<file path="src/rtl/rv32i_types.sv">
// rtl/rv32i_types.sv - RV32I opcode enum, NOP word and immediate range helper
package rv32i_types;

    typedef enum logic [6:0] {
        op_load  = 7'h03,
        op_imm   = 7'h13,
        op_auipc = 7'h17,
        op_store = 7'h23,
        op_reg   = 7'h33,
        op_lui   = 7'h37,
        op_br    = 7'h63,
        op_jalr  = 7'h67,
        op_jal   = 7'h6F,
        op_csr   = 7'h73
    } rv32i_opcode;

    localparam logic [31:0] nop_insn = 32'h00000013;
    localparam int entry_width = 33;

    // True when v[31:msb] are all copies of one bit, i.e. v fits a signed field topped at msb
    function automatic logic sext_ok(input logic [31:0] v, input int unsigned msb);
        logic [31:0] s;
        s = $signed(v) >>> msb;
        return (s == '0) || (s == '1);
    endfunction

endpackage

</file>
<file path="src/rtl/instr_encoder_if.sv">
// rtl/instr_encoder_if.sv - request/response handshake bundle for instr_encoder
interface instr_encoder_if;
    logic        in_valid;
    logic        in_ready;
    logic [6:0]  opcode;
    logic [2:0]  funct3;
    logic [6:0]  funct7;
    logic [4:0]  rs1;
    logic [4:0]  rs2;
    logic [4:0]  rd;
    logic [31:0] imm;
    logic        out_valid;
    logic        out_ready;
    logic [31:0] out_word;
    logic        out_err;

    modport slave (
        input  in_valid, opcode, funct3, funct7, rs1, rs2, rd, imm, out_ready,
        output in_ready, out_valid, out_word, out_err
    );

    modport master (
        output in_valid, opcode, funct3, funct7, rs1, rs2, rd, imm, out_ready,
        input  in_ready, out_valid, out_word, out_err
    );
endinterface

</file>
<file path="src/rtl/enc_fifo.sv">
// rtl/enc_fifo.sv - two-entry in-order output FIFO; head reads zero when empty
module enc_fifo #(
    parameter int WIDTH = 33
) (
    input  logic             clk,
    input  logic             rst,
    input  logic             push,
    input  logic [WIDTH-1:0] push_data,
    input  logic             pop,
    output logic [WIDTH-1:0] head,
    output logic [1:0]       count
);
    logic [WIDTH-1:0] mem [2];
    logic             wr_ptr;
    logic             rd_ptr;

    always_ff @(posedge clk or negedge rst) begin
        if (!rst) begin
            mem[0] <= '0;
            mem[1] <= '0;
            wr_ptr <= 1'b0;
            rd_ptr <= 1'b0;
            count  <= 2'd0;
        end else begin
            if (push) begin
                mem[wr_ptr] <= push_data;
                wr_ptr      <= ~wr_ptr;
            end
            if (pop) begin
                rd_ptr <= ~rd_ptr;
            end
            count <= count + 2'(push) - 2'(pop);
        end
    end

    assign head = (count != 2'd0) ? mem[rd_ptr] : '0;
endmodule

</file>
<file path="src/rtl/instr_encoder.sv">
// rtl/instr_encoder.sv - RV32I field-to-word encoder with range checks and counters
module instr_encoder
    import rv32i_types::*;
(
    input  logic                  clk,
    input  logic                  rst,
    instr_encoder_if.slave        bus,
    output logic [15:0]           word_cnt,
    output logic [7:0]            err_cnt
);
    logic [1:0]             occ;
    logic                   accept;
    logic                   pop;
    logic                   legal;
    logic [31:0]            word;
    logic [entry_width-1:0] entry;
    logic [entry_width-1:0] head;

    assign bus.in_ready  = (occ < 2'd2);
    assign bus.out_valid = (occ != 2'd0);
    assign accept        = bus.in_valid && bus.in_ready;
    assign pop           = bus.out_valid && bus.out_ready;

    always_comb begin
        legal = 1'b1;
        word  = nop_insn;
        case (bus.opcode)
            op_reg: word = {bus.funct7, bus.rs2, bus.rs1, bus.funct3, bus.rd, bus.opcode};
            op_imm, op_load, op_jalr, op_csr: begin
                legal = sext_ok(bus.imm, 11);
                word  = {bus.imm[11:0], bus.rs1, bus.funct3, bus.rd, bus.opcode};
            end
            op_store: begin
                legal = sext_ok(bus.imm, 11);
                word  = {bus.imm[11:5], bus.rs2, bus.rs1, bus.funct3, bus.imm[4:0], bus.opcode};
            end
            op_br: begin
                legal = sext_ok(bus.imm, 12) && !bus.imm[0];
                word  = {bus.imm[12], bus.imm[10:5], bus.rs2, bus.rs1, bus.funct3,
                         bus.imm[4:1], bus.imm[11], bus.opcode};
            end
            op_lui, op_auipc: begin
                legal = (bus.imm[11:0] == 12'd0);
                word  = {bus.imm[31:12], bus.rd, bus.opcode};
            end
            op_jal: begin
                legal = sext_ok(bus.imm, 20) && !bus.imm[0];
                word  = {bus.imm[20], bus.imm[10:1], bus.imm[11], bus.imm[19:12], bus.rd, bus.opcode};
            end
            default: legal = 1'b0;
        endcase
    end

    // Unencodable requests are replaced by a flagged NOP so the stream stays in order
    assign entry = legal ? {1'b0, word} : {1'b1, nop_insn};

    enc_fifo #(.WIDTH(entry_width)) u_fifo (
        .clk       (clk),
        .rst       (rst),
        .push      (accept),
        .push_data (entry),
        .pop       (pop),
        .head      (head),
        .count     (occ)
    );

    assign bus.out_word = head[31:0];
    assign bus.out_err  = head[32];

    always_ff @(posedge clk or negedge rst) begin
        if (!rst) begin
            word_cnt <= 16'd0;
            err_cnt  <= 8'd0;
        end else if (accept) begin
            if (word_cnt != 16'hFFFF) word_cnt <= word_cnt + 16'd1;
            if (!legal && err_cnt != 8'hFF) err_cnt <= err_cnt + 8'd1;
        end
    end
endmodule
</file>
<file path="src/flat_wrapper.sv">
// flat-port wrapper written by rule: the top's interface ports become plain ports
module instr_encoder_flat import rv32i_types::*;
  (clk, rst, word_cnt, err_cnt, bus_in_valid, bus_opcode, bus_funct3, bus_funct7, bus_rs1, bus_rs2, bus_rd, bus_imm, bus_out_ready, bus_in_ready, bus_out_valid, bus_out_word, bus_out_err);
  instr_encoder_if bus_i ();
  input  logic clk;
  input  logic rst;
  output logic [15:0] word_cnt;
  output logic [7:0] err_cnt;
  input wire logic [$bits(bus_i.in_valid)-1:0] bus_in_valid;
  input wire logic [$bits(bus_i.opcode)-1:0] bus_opcode;
  input wire logic [$bits(bus_i.funct3)-1:0] bus_funct3;
  input wire logic [$bits(bus_i.funct7)-1:0] bus_funct7;
  input wire logic [$bits(bus_i.rs1)-1:0] bus_rs1;
  input wire logic [$bits(bus_i.rs2)-1:0] bus_rs2;
  input wire logic [$bits(bus_i.rd)-1:0] bus_rd;
  input wire logic [$bits(bus_i.imm)-1:0] bus_imm;
  input wire logic [$bits(bus_i.out_ready)-1:0] bus_out_ready;
  output wire logic [$bits(bus_i.in_ready)-1:0] bus_in_ready;
  output wire logic [$bits(bus_i.out_valid)-1:0] bus_out_valid;
  output wire logic [$bits(bus_i.out_word)-1:0] bus_out_word;
  output wire logic [$bits(bus_i.out_err)-1:0] bus_out_err;
  assign bus_i.in_valid = bus_in_valid;
  assign bus_i.opcode = bus_opcode;
  assign bus_i.funct3 = bus_funct3;
  assign bus_i.funct7 = bus_funct7;
  assign bus_i.rs1 = bus_rs1;
  assign bus_i.rs2 = bus_rs2;
  assign bus_i.rd = bus_rd;
  assign bus_i.imm = bus_imm;
  assign bus_i.out_ready = bus_out_ready;
  assign bus_in_ready = bus_i.in_ready;
  assign bus_out_valid = bus_i.out_valid;
  assign bus_out_word = bus_i.out_word;
  assign bus_out_err = bus_i.out_err;
  instr_encoder u_core (.clk(clk), .rst(rst), .bus(bus_i), .word_cnt(word_cnt), .err_cnt(err_cnt));
endmodule
</file>
<file path="config.mk">
export PLATFORM = sky130hd
export DESIGN_NAME = instr_encoder_flat
export DESIGN_NICKNAME = d
export VERILOG_FILES = /design/src/rtl/rv32i_types.sv /design/src/rtl/instr_encoder_if.sv /design/src/rtl/enc_fifo.sv /design/src/rtl/instr_encoder.sv /design/src/flat_wrapper.sv
export SDC_FILE = /design/constraint.sdc
export NUM_CORES = 1
export LEC_CHECK = 0
export ABC_CLOCK_PERIOD_IN_PS = 5080
export BUFFER_PORTS_ARGS = -buffer_cell sky130_fd_sc_hd__buf_2
export CELL_PAD_IN_SITES_DETAIL_PLACEMENT = 0
export CELL_PAD_IN_SITES_GLOBAL_PLACEMENT = 1
export CORE_ASPECT_RATIO = 0.75
export CORE_MARGIN = 2
export CORE_UTILIZATION = 44
export DETAILED_ROUTE_END_ITERATION = 10
export PLACE_DENSITY = 0.83
export SLEW_MARGIN = 30
export SYNTH_ARGS = -nofsm -noshare
export SYNTH_HDL_FRONTEND = slang
export SYNTH_SLANG_ARGS = --single-unit
export TNS_END_PERCENT = 5
</file>
<file path="constraint.sdc">
create_clock -name clk -period 5.08 [get_ports clk]
set_input_delay 1.27 -clock clk [delete_from_list [all_inputs] [get_ports clk]]
set_output_delay 1.27 -clock clk [all_outputs]
set_load 0.02 [all_outputs]
</file>
======== After elaboration in Yosys (flattened, before gate mapping) ========
Cells that the tools add are included.
Widths: inputs -> output; s select.
storage, ports and cells
  register bits after elaboration ......... 94
  input port bits ......................... 68
  output and inout bits ................... 59
  logic and storage cells ................. 65
operators by class
  $add $sub $neg .......................... 4
  $lt $le $gt $ge ......................... 4
  eq/ne operators ......................... 15
  mux-type cells .......................... 10
  bitwise logic cells ..................... 4
  reductions and logical operators ........ 21
operator list
  kind                   number
  $mux 33                6
  $pmux 32 s6            1
  $eq 32x32->1 const B   3
  $logic_not 32->1       3
  $bwmux 66              1
  $demux 33 s1           1
  $eq 7x7->1 const B     4
  $eq 7x6->1 const B     3
  $add 16x1->16 const B  1
  $ne 16x16->1 const B   1
  $eq 7x5->1 const B     2
  $logic_not 12->1       1
  $add 8x1->8 const B    1
  $ne 8x8->1 const B     1
  $eq 7x2->1 const B     1
  $logic_and 1x1->1      6
  $pmux 1 s5             1
  $reduce_or 5->1        1
  $ge 2x2->1 const B     2
  $not 1->2              2
  $reduce_and 2->1       2
  $reduce_or 4->1        1
  $logic_or 1x1->1       3
  $add 2x1->2            1
  other kinds (7)        9

======== Depth between registers and ports, before layout ========
  word-level depth ........................ 7
  gate-level depth with buffers ........... 9
  depth with buffers taken out ............ 8

======== Modules after synthesis ========
A second synthesis with hierarchy kept.
second synthesis, totals
  cell total of the unflattened synthesis .. 468
  area total of the unflattened synthesis .. 5268.8 um2
modules (own cells, without submodules)
  module         instances  cells each  area an instance (um2)  sequential area each (um2)
  enc_fifo       1          227         3294.4                  1751.7
  instr_encoder  1          241         1974.4                  600.6

======== Worst setup path after synthesis ========
OpenSTA, ideal clock, no wires.
  path kind ............................... in2reg
  start ................................... input port bus_opcode[3]
  end ..................................... register u_core.err_cnt[1]
  library setup time ...................... 0.125 ns
  arrival time ............................ 2.950 ns
  data required time ...................... 4.955 ns
  path slack .............................. 2.005 ns
  stages .................................. 8
  buffers on the path ..................... 2
  cells stage by stage .................... buf_2 -> and3b_1 -> clkbuf_1 -> nand3_1 -> nor3_1 -> a311o_1 -> nor4_2 -> mux2_2
between the ends
  word-level cells in the longest chain between the ends .. 6
  elaborated cells on any way between the ends .. 16
  classes of those cells .................. eq/ne: 10; mux: 1; reduce/logical: 5
ends and longest elaborated chain
  item                                                          RTL line             source
  from (decl)                                                   flat_wrapper.sv:10   input wire logic [$bits(bus_i.opcode)-1:0] bus_opcode;
  $eq 7x5->1, or another cell as far along                      instr_encoder.sv:27  case (bus.opcode)
  $reduce_or 5->1 (no line) or $reduce_or 2->1 (tied branches)  -
  $pmux 1 s5 (*)                                                instr_encoder.sv:27
  $logic_not 1->1 (*)                                           instr_encoder.sv:76  if (!legal && err_cnt != 8'hFF) err_cnt <= err_cnt + 8'd1;
  $logic_and 1x1->1 (*)                                         instr_encoder.sv:76
  $reduce_and 2->1 (no line) (*)                                -
  to (signal assigned)                                          instr_encoder.sv:76
  to (decl)                                                     instr_encoder.sv:9   output logic [7:0] err_cnt
Mark *: on every way between the ends. The rest lies on a longest branch, timed or not.
A chain may end at the register's enable or synchronous reset.

======== Worst setup path in the final report ========
  start ................................... input port bus_opcode[6]
  end ..................................... register u_core.u_fifo.mem[65] (netlist name)
between the ends
  word-level cells in the longest chain between the ends .. 5
  elaborated cells on any way between the ends .. 15
  classes of those cells .................. eq/ne: 10; mux: 3; reduce/logical: 2
ends and longest elaborated chain
  item                                                          RTL line             source
  $eq 7x5->1, or another cell as far along                      instr_encoder.sv:27
  $reduce_or 5->1 (no line) or $reduce_or 2->1 (tied branches)  -
  $pmux 1 s5 (*)                                                instr_encoder.sv:27
  $mux 33 (*)                                                   instr_encoder.sv:55  assign entry = legal ? {1'b0, word} : {1'b1, nop_insn};
  $bwmux 66 (*)                                                 enc_fifo.sv:26       mem[wr_ptr] <= push_data;
  to (signal, indexed assignment)                               enc_fifo.sv:26
  to (decl)                                                     enc_fifo.sv:13       logic [WIDTH-1:0] mem [2];
Marks and branches as above.

==> flow_metrics.py <==
metrics = {
    "final_layout": {
        "area_growth_pct": 19.2,
        "diodes": 0,
        "nNetsFinal": 708,
        "layout_common_cells": "buf_2, dfrtp_1, nand2_1",
        "drive_above_1_share": 0.251,
        "layout_commonest_cell": "buf_2",
    },
    "setup_path": {
        "end_kind": "register",
        "startpoint_type": "input port",
        "path_class": "in2reg",
        "arrival_ns": 3.46,
        "crit_required_ns": 5.30,
        "worst-path-max-fanout": 60,
    },
    "yosys": {
        "synth_area_per_cell_um2": 9.58,
        "yosys-top-cells-area": "dfrtp_1, o31ai_1, mux2i_1",
        "synth-edff-count": 0,
        "synthDominantCellAreaShare": 0.463,
        "yosysSeqAreaShare": 0.463,
        "yosys_warnings": 0,
        "async_reset_ff_frac": 1.00,
        "synth.net_count": 602,
        "synth_cell_types": 49,
        "synth_area_mm2": 0.00508,
        "synth_ff_type": "dfrtp_1",
        "synth-seq-cells": 94,
        "yosysTopAreaCell": "dfrtp_1",
        "syn_inst": 530,
    },
    "grt": {
        "grt_pass1_vias": 4225,
        "grt_usage": 0.222,
        "grt_antenna_before_repair": 0,
        "grt_pass1_wl_um": 21700,
        "grt_max_degree": 63,
        "grt_overflow": 0,
    },
    "route": {
        "finalWirelength_um": 13500,
        "vias_per_cell": 5.65,
        "ant_nets": 0,
        "wl_per_cell_um": 17.3,
        "drt-initial-drc-count": 406,
        "first_pass_iters": 5,
        "num_vias": 4414,
        "post-route-drc-count": 0,
    },
    "status": {
        "status": "completed",
    },
    "timing": {
        "slew_headroom": 0.405,
        "finalSetupTns_ns": 0,
        "rsz0062_at_grt": "false",
        "clock-skew-final_ns": 0.00517,
        "whs_ns": 0.465,
        "worstMarginPinSlew_ns": 0.881,
        "hold_viol": 0,
        "fin_crit_sh": 0.636,
        "period_needed_ns": 3.23,
        "report.final.slew_viol_count": 0,
        "max_freq_ghz": 0.309,
        "setup_viol": 0,
        "setup_slack_ns": 1.85,
    },
    "clock_tree": {
        "post_cts_resized": 0,
        "cts_buffers": 9,
        "root_buffer": "clkbuf_16",
        "cts_sinks": 94,
        "cts_setup_buffers": 0,
        "cts.clk_slew.worst_paths_ns": 0.06,
        "postCtsHoldBufs": 0,
        "cts_max_level": 3,
        "insertion_delay_ns": 0.34,
        "tritoncts": "done",
        "clockBufferDepth": 2,
    },
    "placed_design": {
        "dpl_worst_slack_ns": 1.53,
        "port_buffers": 126,
        "hpwl_um": 9780,
        "place_congestion": 0.837,
    },
    "pwr": {
        "power.density_mw_per_mm2": 372,
        "irDropWorstVdd_v": 0.000168,
        "p_leak_nw": 2.87,
    },
    "run": {
        "drv_cap": 0,
    },
    "floorplanning": {
        "rows": 33,
        "core_area_mm2": 0.0111,
        "num_io_pins": 127,
        "die_w_um": 128,
        "die_h_um": 97.1,
        "dieArea_mm2": 0.0124,
        "start_util": 0.457,
    },
    "worst_hold_path": {
        "hold_class": "reg2reg",
    },
}
-- final timing paths --
check,from,end,slack (ns),depth (start not counted)
min,u_core.u_fifo.mem[33],u_core.u_fifo.mem[33],0.47,1
min reg2reg,u_core.u_fifo.mem[33],u_core.u_fifo.mem[33],0.47,1
max,bus_opcode[6],u_core.u_fifo.mem[65],1.85,8
max reg2reg,u_core.u_fifo.count[1],u_core.err_cnt[1],2.55,5
min in group asynchronous,rst,u_core.word_cnt[9],0.99,1
max in group asynchronous,rst,u_core.u_fifo.count[0],3.13,2
-- report_power, final --
group | internal [W] | switching, W | total (W)
clock network | 0.000393 | 0.000282 | 0.000675
registers | 0.000819 | 0.000144 | 0.000963
logic | 0.000232 | 0.000383 | 0.000615
-- critical path: stages --
cell and delay [ns]:
buf_2 0.24, and2b_1 0.22, nand2_1 0.10, or4_4 0.54, a21oi_4 0.29, nor4_4 0.08, buf_4 0.34, mux2_2 0.35
-- cells by family (layout without fill, tap and decap cells) --
kind of cell	Yosys count	in the layout	share of synthesized area
and+or+nand+nor	211	211	0.195
AOI/OAI and AO/OA	112	112	0.168
DFF	94	94	0.463
buffers and inverters	44	155	0.0419
muxes	38	38	0.0761
xor gates and xnor gates	27	27	0.0466
adders and majority gates	4	4	0.00985
-- cell type report --
| class | instances | area [um2] |
|---|---|---|
| Clock inverter | 6 | 61.3 |
| Fill cell | 1039 | 5050 |
| Multi-Input combinational cell | 392 | 2530 |
| Inverter | 10 | 37.5 |
| Timing Repair Buffer | 129 | 656 |
| Tap cell | 140 | 175 |
| Clock buffer | 10 | 239 |
| Sequential cell | 94 | 2360 |
-- cell usage after synthesis (2+ instances only) --
cell / number
nand2b_1: 8
a222oi_1: 12
dfrtp_1: 94
o21a_1: 2
nor4_1: 11
and3_1: 9
xor2_1: 16
mux2i_1: 33
nor2b_1: 2
inv_1: 10
a22oi_1: 14
mux2_2: 5
nand3_1: 15
nor3_1: 6
a21o_1: 2
a21oi_1: 8
xnor2_1: 11
buf_6: 6
o31ai_1: 52
nand4_1: 7
o22a_1: 2
ha_1: 4
a21oi_4: 2
and4_1: 2
buf_2: 2
or4_1: 3
o21ai_0: 10
nand2_1: 87
nor2_1: 51
clkbuf_1: 25
-- metrics by stage --
step | area (um2) | instances | utilization | power (W)
2_1_floorplan | 5080 | 530 | - | 0.00136
3_3_place_gp | 5740 | 765 | 0.517 | 0.00158
3_5_place_dp | 5760 | 765 | 0.518 | 0.00160
4_1_cts | 6060 | 781 | 0.545 | 0.00227
5_1_grt | 6060 | 781 | 0.545 | 0.00238
6_report | 6060 | 781 | 0.545 | 0.00225
-- flip-flops by register name, indices dropped and copies added (netlist names) --
| signal | cells |
|---|---|
| u_core.err_cnt | 8 |
| u_core.u_fifo.count | 2 |
| u_core.u_fifo.mem | 66 |
| u_core.u_fifo.rd_ptr | 1 |
| u_core.u_fifo.wr_ptr | 1 |
| u_core.word_cnt | 16 |
-- per-layer routing --
metal	global-route usage	wire [um]	vias up	share of wire
li1	-	-	2134	-
met1	0.347	6680	2089	0.50
met2	0.309	5590	181	0.41
met3	0.0578	1130	10	0.084
met4	0.0397	85	0	0.0063
met5	0	0	-	0
Note: power is estimated with default switching activity, not from simulation.
